[src/rtl/ps2_scancode_rx_fifo.sv]
// PS/2 device-to-host receiver running entirely in the system clock domain.
// Conditions the raw pins, deframes 11-bit frames (start, 8 data LSB-first,
// odd parity, stop), folds E0/F0 prefixes into a tagged event and buffers
// events in a first-word-fall-through FIFO.
//
// Ports:
//   clk, rst             system clock, async active-high reset
//   ps2_clk, ps2_data    raw asynchronous PS/2 pins
//   rd_valid/rd_ready    FIFO read handshake; rd_data = {brk, ext, code}
//   level                FIFO occupancy
//   parity_err, frame_err, overflow   sticky error flags, cleared by err_clr
module ps2_scancode_rx_fifo #(
  parameter int FIFO_DEPTH     = 8,
  parameter int FILTER_LEN     = 4,
  parameter int TIMEOUT_CYCLES = 50000
) (
  input  logic                              clk,
  input  logic                              rst,
  input  logic                              ps2_clk,
  input  logic                              ps2_data,
  output logic                              rd_valid,
  input  logic                              rd_ready,
  output logic [9:0]                        rd_data,
  output logic [$clog2(FIFO_DEPTH+1)-1:0]   level,
  output logic                              parity_err,
  output logic                              frame_err,
  output logic                              overflow,
  input  logic                              err_clr
);

  localparam int AW = $clog2(FIFO_DEPTH);
  localparam int LW = $clog2(FIFO_DEPTH + 1);
  localparam int FW = $clog2(FILTER_LEN + 1);
  localparam int TW = $clog2(TIMEOUT_CYCLES + 1);

  typedef enum logic [1:0] {IDLE, DATA, PARITY, STOP} state_t;

  // Input conditioning
  logic          clk_s1, clk_s2, data_s1, data_s2;
  logic          filt;
  logic [FW-1:0] filt_cnt;
  logic          fall;

  always_ff @(posedge clk or posedge rst) begin
    if (rst) begin
      clk_s1   <= 1'b1;
      clk_s2   <= 1'b1;
      data_s1  <= 1'b1;
      data_s2  <= 1'b1;
      filt     <= 1'b1;
      filt_cnt <= '0;
      fall     <= 1'b0;
    end else begin
      clk_s1  <= ps2_clk;
      clk_s2  <= clk_s1;
      data_s1 <= ps2_data;
      data_s2 <= data_s1;
      fall    <= 1'b0;
      // filt_cnt counts consecutive samples disagreeing with filt; the
      // FILTER_LEN-th one flips filt and, for a 1->0 flip, raises fall for
      // exactly the cycle in which filt first reads 0.
      if (clk_s2 == filt) begin
        filt_cnt <= '0;
      end else if (filt_cnt == FW'(FILTER_LEN - 1)) begin
        filt     <= clk_s2;
        filt_cnt <= '0;
        fall     <= filt;
      end else begin
        filt_cnt <= filt_cnt + FW'(1);
      end
    end
  end

  // Frame FSM
  state_t        state, state_n;
  logic [7:0]    shift;
  logic [2:0]    bit_cnt;
  logic          par_bit;
  logic [TW-1:0] to_cnt;
  logic          brk_pend, ext_pend;
  logic          timeout, push, set_fe, set_pe, clr_pend, set_ext, set_brk;

  always_comb begin
    state_n  = state;
    push     = 1'b0;
    set_fe   = 1'b0;
    set_pe   = 1'b0;
    clr_pend = 1'b0;
    set_ext  = 1'b0;
    set_brk  = 1'b0;
    timeout  = (state != IDLE) && !fall && (to_cnt == TW'(TIMEOUT_CYCLES - 1));
    if (timeout) begin
      state_n  = IDLE;
      set_fe   = 1'b1;
      clr_pend = 1'b1;
    end else if (fall) begin
      case (state)
        IDLE: begin
          if (data_s2) begin
            set_fe   = 1'b1;
            clr_pend = 1'b1;
          end else begin
            state_n = DATA;
          end
        end
        DATA:   if (bit_cnt == 3'd7) state_n = PARITY;
        PARITY: state_n = STOP;
        STOP: begin
          state_n = IDLE;
          if (!data_s2) set_fe = 1'b1;
          if (!(^{shift, par_bit})) set_pe = 1'b1;
          if (data_s2 && (^{shift, par_bit})) begin
            if (shift == 8'hE0) begin
              set_ext = 1'b1;
            end else if (shift == 8'hF0) begin
              set_brk = 1'b1;
            end else begin
              push     = 1'b1;
              clr_pend = 1'b1;
            end
          end else begin
            clr_pend = 1'b1;
          end
        end
        default: state_n = IDLE;
      endcase
    end
  end

  always_ff @(posedge clk or posedge rst) begin
    if (rst) begin
      state    <= IDLE;
      shift    <= '0;
      bit_cnt  <= '0;
      par_bit  <= 1'b0;
      to_cnt   <= '0;
      brk_pend <= 1'b0;
      ext_pend <= 1'b0;
    end else begin
      state <= state_n;
      if (state == IDLE || fall) to_cnt <= '0;
      else                       to_cnt <= to_cnt + TW'(1);
      if (fall) begin
        case (state)
          IDLE:   bit_cnt <= '0;
          DATA: begin
            shift   <= {data_s2, shift[7:1]};
            bit_cnt <= bit_cnt + 3'd1;
          end
          PARITY: par_bit <= data_s2;
          default: ;
        endcase
      end
      if (clr_pend) begin
        brk_pend <= 1'b0;
        ext_pend <= 1'b0;
      end else begin
        if (set_brk) brk_pend <= 1'b1;
        if (set_ext) ext_pend <= 1'b1;
      end
    end
  end

  // Event FIFO
  logic [9:0]    mem [FIFO_DEPTH];
  logic [AW-1:0] wr_ptr, rd_ptr, rd_ptr_n;
  logic [LW-1:0] count, remain;
  logic [9:0]    wdata;
  logic          pop, full, wr_en;

  assign wdata    = {brk_pend, ext_pend, shift};
  assign rd_valid = (count != '0);
  assign level    = count;
  assign pop      = rd_valid && rd_ready;
  assign full     = (count == LW'(FIFO_DEPTH));
  assign wr_en    = push && (!full || pop);
  assign rd_ptr_n = pop ? rd_ptr + AW'(1) : rd_ptr;
  assign remain   = pop ? count - LW'(1) : count;

  always_ff @(posedge clk) begin
    if (wr_en) mem[wr_ptr] <= wdata;
  end

  always_ff @(posedge clk or posedge rst) begin
    if (rst) begin
      wr_ptr     <= '0;
      rd_ptr     <= '0;
      count      <= '0;
      rd_data    <= '0;
      parity_err <= 1'b0;
      frame_err  <= 1'b0;
      overflow   <= 1'b0;
    end else begin
      if (wr_en) wr_ptr <= wr_ptr + AW'(1);
      rd_ptr <= rd_ptr_n;
      if (wr_en && !pop)      count <= count + LW'(1);
      else if (!wr_en && pop) count <= count - LW'(1);
      // rd_data is preloaded with the next head: the incoming word when the
      // queue would otherwise be empty, else the stored entry at rd_ptr_n.
      if (remain == '0) begin
        if (wr_en) rd_data <= wdata;
      end else begin
        rd_data <= mem[rd_ptr_n];
      end
      parity_err <= (parity_err & ~err_clr) | set_pe;
      frame_err  <= (frame_err & ~err_clr) | set_fe;
      overflow   <= (overflow & ~err_clr) | (push && full && !pop);
    end
  end

endmodule

[config.mk]
export PLATFORM = sky130hd
export DESIGN_NAME = ps2_scancode_rx_fifo
export DESIGN_NICKNAME = d
export VERILOG_FILES = /design/src/rtl/ps2_scancode_rx_fifo.sv
export SDC_FILE = /design/constraint.sdc
export NUM_CORES = 1
export LEC_CHECK = 0
export ABC_CLOCK_PERIOD_IN_PS = 7400
export BUFFER_PORTS_ARGS = -buffer_cell sky130_fd_sc_hd__buf_2
export CAP_MARGIN = 20
export CORE_MARGIN = 2
export CORE_UTILIZATION = 60
export DETAILED_ROUTE_END_ITERATION = 10
export PLACE_DENSITY = 0.89
export SYNTH_ARGS = -nofsm -noshare
export SYNTH_HDL_FRONTEND = slang
export SYNTH_SLANG_ARGS = --single-unit
[constraint.sdc]
create_clock -name clk -period 7.4 [get_ports clk]
set_input_delay 1.48 -clock clk [delete_from_list [all_inputs] [get_ports clk]]
set_output_delay 1.48 -clock clk [all_outputs]
set_load 0.005 [all_outputs]
After elaboration in Yosys (flattened, before gate mapping)
Memory sizes are Yosys's and may differ from the RTL's.
Index checks and enable logic that the tools add are counted.
Widths: inputs -> output; s select.
{"block": "op_classes", "add_sub_neg": 7, "n_eq_ne": 13, "muxes": 53, "n_bitwise": 8, "reduce_logical": 30}
{"op": "$mux 1", "count": 36}
{"op": "$mux 10", "count": 2}
{"op": "$add 16x1->16 const B", "count": 1}
{"op": "$eq 16x16->1 const B", "count": 1}
{"op": "$eq 8x8->1 const B", "count": 2}
{"op": "$mux 16", "count": 1}
{"op": "$add 3x1->3 const B", "count": 4}
{"op": "$mux 4", "count": 3}
{"op": "$reduce_bool 2->1", "count": 6}
{"op": "$logic_and 1x1->1", "count": 9}
{"op": "$mux 3", "count": 3}
{"op": "$reduce_xor 9->1", "count": 1}
{"op": "$mux 2", "count": 4}
{"op": "$pmux 2 s4", "count": 1}
{"op": "$reduce_and 2->1", "count": 4}
{"op": "$ne 3x3->1 const B", "count": 2}
{"op": "$pmux 3 s2", "count": 1}
{"op": "$add 4x1->4 const B", "count": 1}
{"op": "$eq 2x2->1 const B", "count": 2}
{"op": "$eq 4x4->1 const B", "count": 1}
{"op": "$logic_not 1->1", "count": 4}
{"op": "$logic_not 4->1", "count": 1}
{"op": "$pmux 1 s2", "count": 2}
{"op": "$reduce_bool 4->1", "count": 1}
{"op": "other kinds (12)", "count": 18}
{"block": "word_totals", "ff_bits": 64, "ramBits": 80, "inputBits": 6, "out_inout_bits": 18, "word_cells": 133, "n_memories": 1}
{"name": "mem", "words": 8, "word_bits": 10, "read_ports": 1, "rd_ports_with_merged_regs": 0, "write_ports": 1, "line_no": "165", "source": "logic [9:0] mem [FIFO_DEPTH];"}

Depth between registers and ports, before layout
{"block": "logic_depth", "word_depth": 12, "ltp_mapped": 11, "mapped_depth_nobuf": 10}

Least setup slack after synthesis
No wires, ideal clock.
{"block": "synth_timing", "path_kind": "input to register", "startpoint": "in rd_ready", "endpoint": "mem mem[0][0] (enable)", "setup_ns": 0.403, "t_arrival_ns": 3.159, "required_time_ns": 6.997, "slack_ns": 3.837, "path_stages": 6, "n_path_buf": 1, "path_cell_list": "inv_1 > nand4b_1 > and4_1 > clkbuf_1 > nand2_2 > nor4_1"}
{"block": "synth_between", "elab_chain_len": 5}
{"element": "start, declared", "line_no": "22", "source": "input logic rd_ready,"}
{"element": "$logic_and 1x1->1", "line_no": "174", "source": "assign pop = rd_valid && rd_ready;"}
{"element": "$logic_or 1x1->1", "line_no": "176", "source": "assign wr_en = push && (!full || pop);"}
{"element": "$logic_and 1x1->1", "line_no": "176"}
{"element": "$mux 1", "line_no": "181", "source": "if (wr_en) mem[wr_ptr] <= wdata;"}
{"element": "$mux 1 (not written as such)", "line_no": "181"}
{"element": "end, declared", "line_no": "165"}
No other way between the ends.

Final worst setup path
{"block": "layout_timing", "startpoint": "reg shift[2]", "endpoint": "mem mem[5][4] (enable)"}
{"block": "layout_between", "elab_chain_len": 10, "elab_cells_between_ends": 13, "cone_classes": "2 x eq/ne; 8 x mux; 3 x reduce/logical"}
{"element": "start, declared", "line_no": "76", "source": "logic [7:0] shift;"}
{"element": "start signal, assigned", "line_no": "147", "source": "shift <= {data_s2, shift[7:1]};"}
{"element": "$eq 8x8->1", "line_no": "115", "source": "end else if (shift == 8'hF0) begin"}
{"element": "$mux 1", "line_no": "115"}
{"element": "$mux 1", "line_no": "113", "source": "if (shift == 8'hE0) begin"}
{"element": "$mux 1 *", "line_no": "112", "source": "if (data_s2 && (^{shift, par_bit})) begin"}
{"element": "$mux 1 *", "line_no": "97", "source": "case (state)"}
{"element": "$mux 1 *", "line_no": "96", "source": "end else if (fall) begin"}
{"element": "$mux 1 *", "line_no": "92", "source": "if (timeout) begin"}
{"element": "$logic_and 1x1->1 *", "line_no": "176"}
{"element": "$mux 1 *", "line_no": "181"}
{"element": "$mux 1 (not written as such) *", "line_no": "181"}
Mark *: on every way between the ends. The rest lies on a longest branch, timed or not.

==> metrics.md <==
| Metric | Value |
|---|---|
| Status | `complete, no violations` |
| Req. time, crit path | `7.44 ns` |
| CTS root buf | `clkbuf_16` |
| Max Cap Viol | `0` |
| Pwr/cell area | `357 nW/um2` |
| Asr flop ratio synth | `44.4%` |
| Grt ovf | `0` |
| Via count | `4,419` |
| DR WL met2 | `7.61 mm` |
| Post-synth EDFFs | `80` |
| Max Freq | `281 MHz` |
| Die ar. | `12,400 um2` |
| Worst skew pair latency | `0.43 ns` |
| Mapped Nets | `523` |
| Setup TNS | `0 ns` |
| Final Max Tran Viols | `0` |
| TritonCTS clock tree | `built` |
| Wire per inst | `21.4 um` |
| Cells after Synth | `503` |
| GRT Total Usage | `25.3%` |
| Nets | `552` |
| Leak | `3.09 nW` |
| Seq cells post-synth | `144` |
| Final period utilization | `48.1%` |
| Post_cts resized | `0` |
| Largest family of logic cells by synthesized area | `multiplexers` |
| Clock transition at the registers of the reported paths | `0.05 ns` |
| Hold Path Stages | `0` |
| Simple-gate share of the synthesized area | `7.46%` |
| Post-synthesis compound-gate area fraction | `11.9%` |
| Slew Limit Headroom | `34.9%` |
| Worst Skew | `0.0122 ns` |
| GPL Wtd Cong | `0.814` |
| Die width | `111 um` |
| DRT antenna net count | `0` |
| Drc violations | `0` |
| Rows | `39` |
| Worst setup EP type | `register` |
| Worst vdd ir | `250 uV` |
| Layout cells sized above 1 | `18.3%` |
| Post-DP Area | `7160 um2` |
| Synth unique cells | `55` |
| Hold slack | `0.357 ns` |
| Slowest CP cell | `nor2_1` |
| Hold EP | `clk_s2$_DFF_PP1_` |
| Uppermost routed layer | `met4` |
| CTS hold repair buffers | `0` |
| Synth Flop Type | `edfxtp_1` |
| Mapped Avg Cell Area | `13.7 um2` |
| # port buffers | `23` |
| Tmin final | `3.56 ns` |
| Initial Util | `60.9%` |
| Design area | `7760 um2` |
| Worst path arrival time | `3.60 ns` |
| Worst min-delay path category | `register to register` |
| Synth Area in Adders | `2.54%` |
| Largest net degree at the start of global routing | `65` |
| Initial DRC Count | `542` |
| # clock sinks | `144` |
| Area growth from synthesis to final layout | `12.5%` |
| Synth Area in XOR/XNOR | `4.57%` |
| CP Max Fanout | `16` |
| Crit-path max cell delay | `0.80 ns` |
| DIE HEIGHT | `111 um` |
| Final hold vios | `0` |
| Worst Max-Slew Pin Slew | `0.973 ns` |
| CP cell instances | `xor3_1 > xnor3_1 > a21oi_1 > a221oi_4 > nand3_1 > nor2_1` |
| Placeable core area | `11,300 um2` |
| Worst R2R Path Depth | `6` |
| Final WL | `14.7 mm` |
| First-pass GRT wire length | `23.8 mm` |
| IO Count | `24` |
| Met3 wire len | `969 um` |
| Finished Layout Cells | `688` |
| RSZ-0062 raised after global routing | `no` |
| Total Power | `2.77 mW` |
| WS Path Type | `register to register` |
| Post-synthesis mux area share | `13.0%` |
| HPWL Detailed | `9.06 mm` |
| Drt pass-1 iters | `5` |
| H-tree levels | `4` |
| Reg2reg end | `mem[5][4]$_DFFE_PP_` |
| Worst reg2reg startpoint | `shift[2]$_DFFE_PP0P_` |
| CTS Buffer Depth | `2` |
| FF-to-FF setup slack | `3.84 ns` |
| Yosys synthesis warning count | `0` |
| Setup-failing EPs final | `0` |
| Post-CTS setup buffer count | `0` |
| M1 WL | `5.72 mm` |
| Worst setup SP type | `register` |
| Vias in the first global route | `4,586` |
| TritonCTS Buffers | `17` |
| DR vias/cell | `6.42` |
| Register area share after synthesis | `58.1%` |
| Diodes inserted | `0` |
| Initial antenna violation count | `0` |
| Post-Syn Area | `6900 um2` |
| Hold path startpoint | `clk_s1$_DFF_PP1_` |
| DP Cell Count | `653` |
cell type report:
cell class	count	area [um2]
clock buffer	27	533
clock inverter	5	48.8
fill	747	3560
inverter	15	56.3
multi-input combinational	319	2730
sequential	144	4010
tap	143	179
timing repair buffer	35	205
report_power, final:
| group | switching (mW) | internal (mW) | leakage [nW] | total (mW) |
|---|---|---|---|---|
| logic | 0.497 | 0.421 | 1.22 | 0.918 |
| registers | 0.0884 | 0.937 | 1.58 | 1.02 |
| clock network | 0.305 | 0.522 | 0.291 | 0.827 |
| total | 0.890 | 1.88 | 3.09 | 2.77 |
state kept, by name (all words and copies together), names as in the netlist, 2 cells and up:
| name | cells |
|---|---|
| rd_ptr | 3 |
| rd_data | 10 |
| filt_cnt | 3 |
| to_cnt | 16 |
| bit_cnt | 3 |
| mem | 80 |
| state | 2 |
| shift | 8 |
| level | 4 |
| wr_ptr | 3 |
worst max-delay path: cells and delay by family, from the launching register on:
kind                      cells  cell delay [ns]
AOI/OAI and AO/OA             2             0.43
xor gates and xnor gates      2             0.91
DFF                           1             0.79
and+or+nand+nor               2             1.04
worst max path at each step:
| stage | start | end |
|---|---|---|
| 6_report | shift[2]$_DFFE_PP0P_ | mem[5][4]$_DFFE_PP_ |
| 5_1_grt | shift[3]$_DFFE_PP0P_ | mem[5][9]$_DFFE_PP_ |
| 4_1_cts | shift[3]$_DFFE_PP0P_ | mem[5][6]$_DFFE_PP_ |
| 3_5_place_dp | rd_ready | mem[5][2]$_DFFE_PP_ |
| 3_3_place_gp | rd_ready | mem[0][1]$_DFFE_PP_ |
| 2_1_floorplan | rd_ready | mem[0][0]$_DFFE_PP_ |
placed cells by master, fill, tap and decap left out, types with 16 or more instances in the layout:
cell       synthesis  final
buf_2              7     23
a22oi_1           18     18
clkbuf_16          0     17
mux2i_1           50     50
edfxtp_1          80     80
a221oi_1          16     16
a21o_1            17     17
dfrtp_1           59     59
nand2_1           16     16
nor2_1            24     24
xnor2_1           17     17
per-layer routing:
| metal | vias up | global-route usage (%) |
|---|---|---|
| met3 | 33 | 5.96 |
| li1 | 2009 | - |
| met1 | 2210 | 31.8 |
| met2 | 167 | 41.8 |
| met5 | - | 0 |
| met4 | 0 | 11.8 |
through the flow:
step | util, % | setup WS [ns]
after floorplan | - | 3.84
after global placement | 63.2 | 3.94
after detailed placement | 63.2 | 3.82
after CTS | 68.3 | 3.83
after global routing | 68.5 | 3.67
final | 68.5 | 3.84
cell families after synthesis:
kind of cell	count (synthesis)
flops	144
simple gates	97
mux	73
fa+ha+maj	14
xor+xnor	31
compound gates	104
buf+inv	40
cell usage after synthesis, types with 2 or more instances:
cell type  count  area, um2
nor2b_1        2       12.5
xor2_1        11       96.3
dfrtp_1       59       1480
nor4b_1        2       17.5
mux2i_1       50        500
or3_1          4       25.0
mux4_2        12        270
a21o_1        17        128
ha_1          14        175
nand2_1       16       60.1
a32o_1         3       30.0
o221a_1       10        113
nand2b_1       6       37.5
o2bb2ai_1      2       17.5
mux2_2         9        101
dfstp_2        5        131
nor2_1        24       90.1
buf_2          7       35.0
buf_1          3       11.3
nand4_1        6       37.5
nand3_1        8       40.0
or2_2          2       12.5
a221oi_1      16        140
o21ai_0       12       60.1
clkbuf_1      14       52.6
a22oi_1       18        135
nor3_1        13       65.1
a32oi_1        8       70.1
edfxtp_1      80       2400
xnor2_1       17        149
nor3b_1        2       15.0
a21oi_1       13       65.1
nand4b_1       2       17.5
inv_1         15       56.3
No activity file was read; power rests on OpenSTA's default activity.
